<file path="src/rtl/reg_file_sb_pkg.sv">
// rtl/reg_file_sb_pkg.sv - default parameters and width helpers for reg_file_sb
package reg_file_sb_pkg;

    localparam int DEF_NUM_RS    = 3;
    localparam int DEF_NUM_RD    = 2;
    localparam int DEF_ZERO_REG  = 1;
    localparam int DEF_NUM_REG   = 32;
    localparam int DEF_REG_WIDTH = 32;

    // Count must reach NUM_REG itself, hence the +1.
    function automatic int busy_cnt_w(input int num_reg);
        return $clog2(num_reg + 1);
    endfunction

endpackage

</file>
<file path="src/rtl/reg_file_sb_scoreboard.sv">
// rtl/reg_file_sb_scoreboard.sv - busy bits, reservation stall and busy count (REG_FILE_SB_BYPASS_EN)
module reg_file_sb_scoreboard
    import reg_file_sb_pkg::*;
#(
    parameter int NUM_RS   = DEF_NUM_RS,
    parameter int NUM_RD   = DEF_NUM_RD,
    parameter int ZERO_REG = DEF_ZERO_REG,
    parameter int NUM_REG  = DEF_NUM_REG,
    localparam int AW      = $clog2(NUM_REG),
    localparam int CW      = busy_cnt_w(NUM_REG)
)(
    input  logic                        clk_i,
    input  logic                        arst_ni,
    input  logic [NUM_RD-1:0]           wr_ok_i,
    input  logic [NUM_RD-1:0][AW-1:0]   rd_addr_i,
    input  logic [NUM_RS-1:0][AW-1:0]   rs_addr_i,
    input  logic [AW-1:0]               lock_addr_i,
    input  logic                        lock_en_i,
    output logic [NUM_RS-1:0]           rs_busy_o,
    output logic                        lock_stall_o,
    output logic [CW-1:0]               busy_cnt_o
);

    logic [NUM_REG-1:0] busy_q;
    logic [NUM_REG-1:0] busy_d;
    logic [CW-1:0]      cnt_d;
    logic               lock_wr_hit;
    logic               lock_ok;

    always_comb begin
        lock_wr_hit = 1'b0;
        for (int j = 0; j < NUM_RD; j++) begin
            if (wr_ok_i[j] && rd_addr_i[j] == lock_addr_i) lock_wr_hit = 1'b1;
        end
        lock_stall_o = lock_en_i && busy_q[lock_addr_i] && !lock_wr_hit;
        lock_ok      = lock_en_i && !lock_stall_o && ((ZERO_REG == 0) || (lock_addr_i != '0));

        // Writes release first so a same-cycle lock re-reserves the register.
        busy_d = busy_q;
        for (int j = 0; j < NUM_RD; j++) begin
            if (wr_ok_i[j]) busy_d[rd_addr_i[j]] = 1'b0;
        end
        if (lock_ok) busy_d[lock_addr_i] = 1'b1;

        cnt_d = '0;
        for (int i = 0; i < NUM_REG; i++) cnt_d = cnt_d + CW'(busy_d[i]);
    end

    always_comb begin
        for (int i = 0; i < NUM_RS; i++) begin
            rs_busy_o[i] = busy_q[rs_addr_i[i]];
`ifdef REG_FILE_SB_BYPASS_EN
            for (int j = 0; j < NUM_RD; j++) begin
                if (wr_ok_i[j] && rd_addr_i[j] == rs_addr_i[i]) rs_busy_o[i] = 1'b0;
            end
`endif
        end
    end

    always_ff @(posedge clk_i or negedge arst_ni) begin
        if (!arst_ni) begin
            busy_q     <= '0;
            busy_cnt_o <= '0;
        end else begin
            busy_q     <= busy_d;
            busy_cnt_o <= cnt_d;
        end
    end

endmodule

</file>
<file path="src/rtl/reg_file_sb.sv">
// rtl/reg_file_sb.sv - multi-port register file with busy scoreboard (REG_FILE_SB_BYPASS_EN)
module reg_file_sb
    import reg_file_sb_pkg::*;
#(
    parameter int NUM_RS    = DEF_NUM_RS,
    parameter int NUM_RD    = DEF_NUM_RD,
    parameter int ZERO_REG  = DEF_ZERO_REG,
    parameter int NUM_REG   = DEF_NUM_REG,
    parameter int REG_WIDTH = DEF_REG_WIDTH,
    localparam int AW       = $clog2(NUM_REG),
    localparam int CW       = busy_cnt_w(NUM_REG)
)(
    input  logic                             clk_i,
    input  logic                             arst_ni,
    input  logic [NUM_RD-1:0][AW-1:0]        rd_addr_i,
    input  logic [NUM_RD-1:0][REG_WIDTH-1:0] rd_data_i,
    input  logic [NUM_RD-1:0]                rd_en_i,
    input  logic [NUM_RS-1:0][AW-1:0]        rs_addr_i,
    output logic [NUM_RS-1:0][REG_WIDTH-1:0] rs_data_o,
    output logic [NUM_RS-1:0]                rs_busy_o,
    input  logic [AW-1:0]                    lock_addr_i,
    input  logic                             lock_en_i,
    output logic                             lock_stall_o,
    output logic [CW-1:0]                    busy_cnt_o
);

    logic [REG_WIDTH-1:0] mem_q [NUM_REG];
    logic [NUM_RD-1:0]    wr_ok;

    // Gated by reset so a bypassed write cannot leak onto the read ports while held.
    always_comb begin
        for (int j = 0; j < NUM_RD; j++) begin
            wr_ok[j] = arst_ni && rd_en_i[j] && ((ZERO_REG == 0) || (rd_addr_i[j] != '0));
        end
    end

    // Ascending port order makes the highest-index writer the last assignment.
    always_ff @(posedge clk_i or negedge arst_ni) begin
        if (!arst_ni) begin
            for (int i = 0; i < NUM_REG; i++) mem_q[i] <= '0;
        end else begin
            for (int j = 0; j < NUM_RD; j++) begin
                if (wr_ok[j]) mem_q[rd_addr_i[j]] <= rd_data_i[j];
            end
        end
    end

    always_comb begin
        for (int i = 0; i < NUM_RS; i++) begin
            rs_data_o[i] = mem_q[rs_addr_i[i]];
`ifdef REG_FILE_SB_BYPASS_EN
            for (int j = 0; j < NUM_RD; j++) begin
                if (wr_ok[j] && rd_addr_i[j] == rs_addr_i[i]) rs_data_o[i] = rd_data_i[j];
            end
`endif
            if ((ZERO_REG != 0) && (rs_addr_i[i] == '0)) rs_data_o[i] = '0;
        end
    end

    reg_file_sb_scoreboard #(
        .NUM_RS   (NUM_RS),
        .NUM_RD   (NUM_RD),
        .ZERO_REG (ZERO_REG),
        .NUM_REG  (NUM_REG)
    ) u_scoreboard (
        .clk_i        (clk_i),
        .arst_ni      (arst_ni),
        .wr_ok_i      (wr_ok),
        .rd_addr_i    (rd_addr_i),
        .rs_addr_i    (rs_addr_i),
        .lock_addr_i  (lock_addr_i),
        .lock_en_i    (lock_en_i),
        .rs_busy_o    (rs_busy_o),
        .lock_stall_o (lock_stall_o),
        .busy_cnt_o   (busy_cnt_o)
    );

endmodule

</file>
<file path="config.mk">
export PLATFORM = sky130hd
export DESIGN_NAME = reg_file_sb
export DESIGN_NICKNAME = d
export VERILOG_FILES = /design/src/rtl/reg_file_sb_pkg.sv /design/src/rtl/reg_file_sb_scoreboard.sv /design/src/rtl/reg_file_sb.sv
export SDC_FILE = /design/constraint.sdc
export NUM_CORES = 2
export LEC_CHECK = 0
export CELL_PAD_IN_SITES_DETAIL_PLACEMENT = 0
export CELL_PAD_IN_SITES_GLOBAL_PLACEMENT = 2
export CORE_MARGIN = 1
export CORE_UTILIZATION = 40
export CTS_CLUSTER_SIZE = 30
export DETAILED_ROUTE_END_ITERATION = 16
export GPL_ROUTABILITY_DRIVEN = 0
export PLACE_DENSITY_LB_ADDON = 0.15
export SKIP_CTS_REPAIR_TIMING = 1
export SLEW_MARGIN = 10
export SYNTH_ARGS = -nofsm -noshare
export SYNTH_HDL_FRONTEND = slang
export SYNTH_HIERARCHICAL = 1
export SYNTH_SLANG_ARGS = --single-unit
</file>
<file path="constraint.sdc">
create_clock -name clk_i -period 8.7 [get_ports clk_i]
set_input_delay 1.74 -clock clk_i [delete_from_list [all_inputs] [get_ports clk_i]]
set_output_delay 1.74 -clock clk_i [all_outputs]
set_load 0.1 [all_outputs]
</file>
==> flow_metrics.tcl <==
set metrics [dict create \
    die_area_um2 192000 \
    fin_nets 6932 \
    cts-htree-levels 4 \
    cp-startpoint "rd_addr_i[2]" \
    arrival_ns 8.47 \
    p_sw_share_pct 37.0 \
    switchingPower_mw 7.77 \
    firstDrtPassIters 7 \
    grt.total_usage_pct 36.2 \
    end_kind "flip-flop" \
    synth_top_area_share_pct 34.9 \
    dieHeight_um 438 \
    fill_cells 17400 \
    routedWlPerCell_um 37.4 \
    seqPwrFrac_pct 35.1 \
    final_layout_size_suffix_gt1_share_pct 21.8 \
    antenna_found_initial 16 \
    critPathLaunchType "primary input" \
    io_buffers 204 \
    cp_max_fo 8 \
    dp_hpwl_mm 205 \
    clock-sinks 1062 \
    cts_buffers 137 \
    crit_end "u_scoreboard/busy_cnt_o[4]" \
    min_period_ns 7.80 \
    clk_path_buf_depth 3 \
    row_count 159 \
    fmax_mhz 128 \
    avgSynthCellArea_um2 10.8 \
    start_util_pct 40.4 \
    drt_iter0_markers 7648 \
    cap_violations 0 \
    synth_most_common_cell "mux2i_1" \
    r2r_setup_slack_ns 2.06 \
    outcome "complete, no violations" \
    cts_tree "yes" \
    synth_seq_cells 1062 \
    finalSetupViolCount 0 \
    ys_types 63 \
    grt_first_pass_wirelength_mm 493 \
    reg2reg_depth 18 \
    drc 0 \
    crit_type "primary input to flip-flop" \
    area_growth_pct 10.7 \
    powerDensity_nw_per_um2 249 \
    slew_violations 0 \
    comb_power_share_pct 37.3 \
    intPower_mw 13.2 \
    syn-cell-area_um2 76200 \
    synth_area_leaders "dfrtp_1 (35%), mux4_2 (21%), mux2i_1 (16%)" \
    synth_commonest_cells "mux2i_1 (1,197), dfrtp_1 (1,062), o21ai_1 (754)" \
    fin_skew_ns 0.0120 \
    synthesis.nets 7195 \
    utilization_pct 44.7 \
    ioPinCount 205 \
    grt_max_degree 164 \
    clk_latency_ns 0.79 \
    vias 62600 \
    timing_hold_violations_final 0 \
    grt_pass1_vias 60400 \
    async_reset_ff_share_pct 100 \
    viasPerCell 6.66 \
    yosysSeqAreaShare_pct 34.9 \
    wl_mm 352 \
    synth-edff-count 0 \
    root_buffer "clkbuf_16" \
    synth_warnings 6 \
    leakage_nw 33.9 \
    fin_hold_ws_ns 0.414 \
    rsz0062_at_grt "no" \
    die_x_um 438 \
    finalSetupTns_ns 0 \
    grt.overflow.total 0 \
    relSlewSlack_pct 7.87 \
    cts.reportedPaths.clkPinSlew_ns 0.06 \
    pwr-share-clk_pct 27.6 \
    worstReg2RegEnd "u_scoreboard/busy_cnt_o[4]" \
    r2r-start "u_scoreboard/busy_q[23]" \
    route.antenna.remaining_nets 0 \
    fin_crit_sh_pct 89.6 \
    worstMarginPinSlew_ns 1.38 \
    min_path_type "flip-flop to flip-flop" \
    core_um2 188000 \
    synth_ff_type "dfrtp_1" \
    synth_top_area_cell "dfrtp_1" \
    synth_cells 7064 \
    required_ns 9.37 \
    worstHoldPathCells 0 \
    peakVddDrop_uv 1750 \
]
[worst min-delay path by stage]
stage | to | slack [ns] | startpoint
floorplan | mem_q[1000] | 0.46 | mem_q[1000]
global placement | mem_q[1008] | 0.39 | mem_q[1008]
detailed placement | mem_q[999] | 0.40 | mem_q[999]
CTS | mem_q[1016] | 0.42 | mem_q[1016]
global route | mem_q[1022] | 0.43 | mem_q[1022]
finish | mem_q[1016] | 0.41 | mem_q[1016]
[routing by layer]
layer / vias to the layer above / GRT usage [%] / wire length (um)
met1: 32300 / 48.9 / 143000
met5: - / 0.199 / 75
met4: 10 / 17.6 / 19000
met2: 3476 / 55.9 / 160000
li1: 26000 / - / -
met3: 818 / 6.99 / 30700
[power groups by stage]
stage,logic [mW],clock network (mW),registers (mW)
CTS,7.89,5.87,7.33
global placement,7.82,0,7.35
detailed placement,7.87,0,7.41
finish,7.83,5.80,7.38
floorplan,6.05,0,7.05
global route,8.58,6.05,7.54
[critical path, stage by stage]
cell and delay [ns]:
clkdlybuf4s50_1 0.58, or3_1 0.21, o311a_1 0.28, nor3b_1 0.90, a22oi_1 0.16, nand2_1 0.13, o211ai_1 0.14, fa_1 0.59
inv_1 0.06, fa_1 0.48, fa_1 0.52, inv_1 0.06, fa_1 0.56, fa_1 0.45, fa_1 0.52, ha_1 0.18
inv_1 0.07, fa_1 0.46, inv_1 0.07, a21o_1 0.10, a21oi_1 0.07, xnor2_1 0.13
[metrics by stage]
stage | cell area (um^2) | worst slack, ns | cells | total power [mW]
detailed placement | 79800 | 0.172 | 9157 | 15.3
finish | 84300 | 0.903 | 9410 | 21.0
global placement | 79800 | 0.122 | 9157 | 15.2
floorplan | 76200 | 1.07 | 7064 | 13.1
CTS | 84300 | 0.976 | 9402 | 21.1
global route | 84300 | 0.555 | 9407 | 22.2
[cell families (layout without fill, tap and decap cells)]
group | Yosys count | count (layout) | share of synthesized area [%]
compound gates | 1668 | 1668 | 12.9
xor+xnor | 13 | 13 | 0.149
fa+ha+maj | 32 | 32 | 0.762
buf+inv | 912 | 755 | 5.26
flops | 1062 | 1062 | 34.9
mux | 2000 | 2000 | 38.0
other cells | 0 | 8 | 0
simple gates | 1377 | 1377 | 8.04
[state kept, by name, summed over array words and instances, names as in the netlist]
name,flops
u_scoreboard/busy_cnt_o,6
u_scoreboard/busy_q,32
mem_q,1024
[placed cells by master (no fill, tap or decap), drive strengths merged, types with 16 or more instances in the layout]
cell type	synthesis	routed
clkinv	0	28
a211oi	97	97
nor2	437	437
inv	29	36
clkdlybuf4s50	0	88
o21ai	806	806
nor2b	104	104
mux2i	1197	1197
clkbuf	571	204
mux2	99	99
mux4	704	704
a22oi	127	127
fa	24	24
buf	312	393
a221oi	69	69
a21oi	389	389
a311oi	96	96
o2111ai	27	27
nor3	40	40
dfrtp	1062	1062
nand2	710	710
o211ai	31	31
or4	16	16
[layout make-up]
| cell class | count | area, um^2 | share of cell area (%) |
|---|---|---|---|
| flip-flops and latches | 1062 | 26600 | 31.5 |
| multi-input cells | 5090 | 45900 | 54.5 |
| well taps | 2495 | 3120 | 3.70 |
| clock buffers | 204 | 4060 | 4.81 |
| diodes | 8 | 20.0 | 0.0237 |
| inverters | 29 | 116 | 0.138 |
| clock inverters | 41 | 389 | 0.462 |
| repair buffers | 481 | 4100 | 4.86 |
Power figures use the tool's default switching activity.
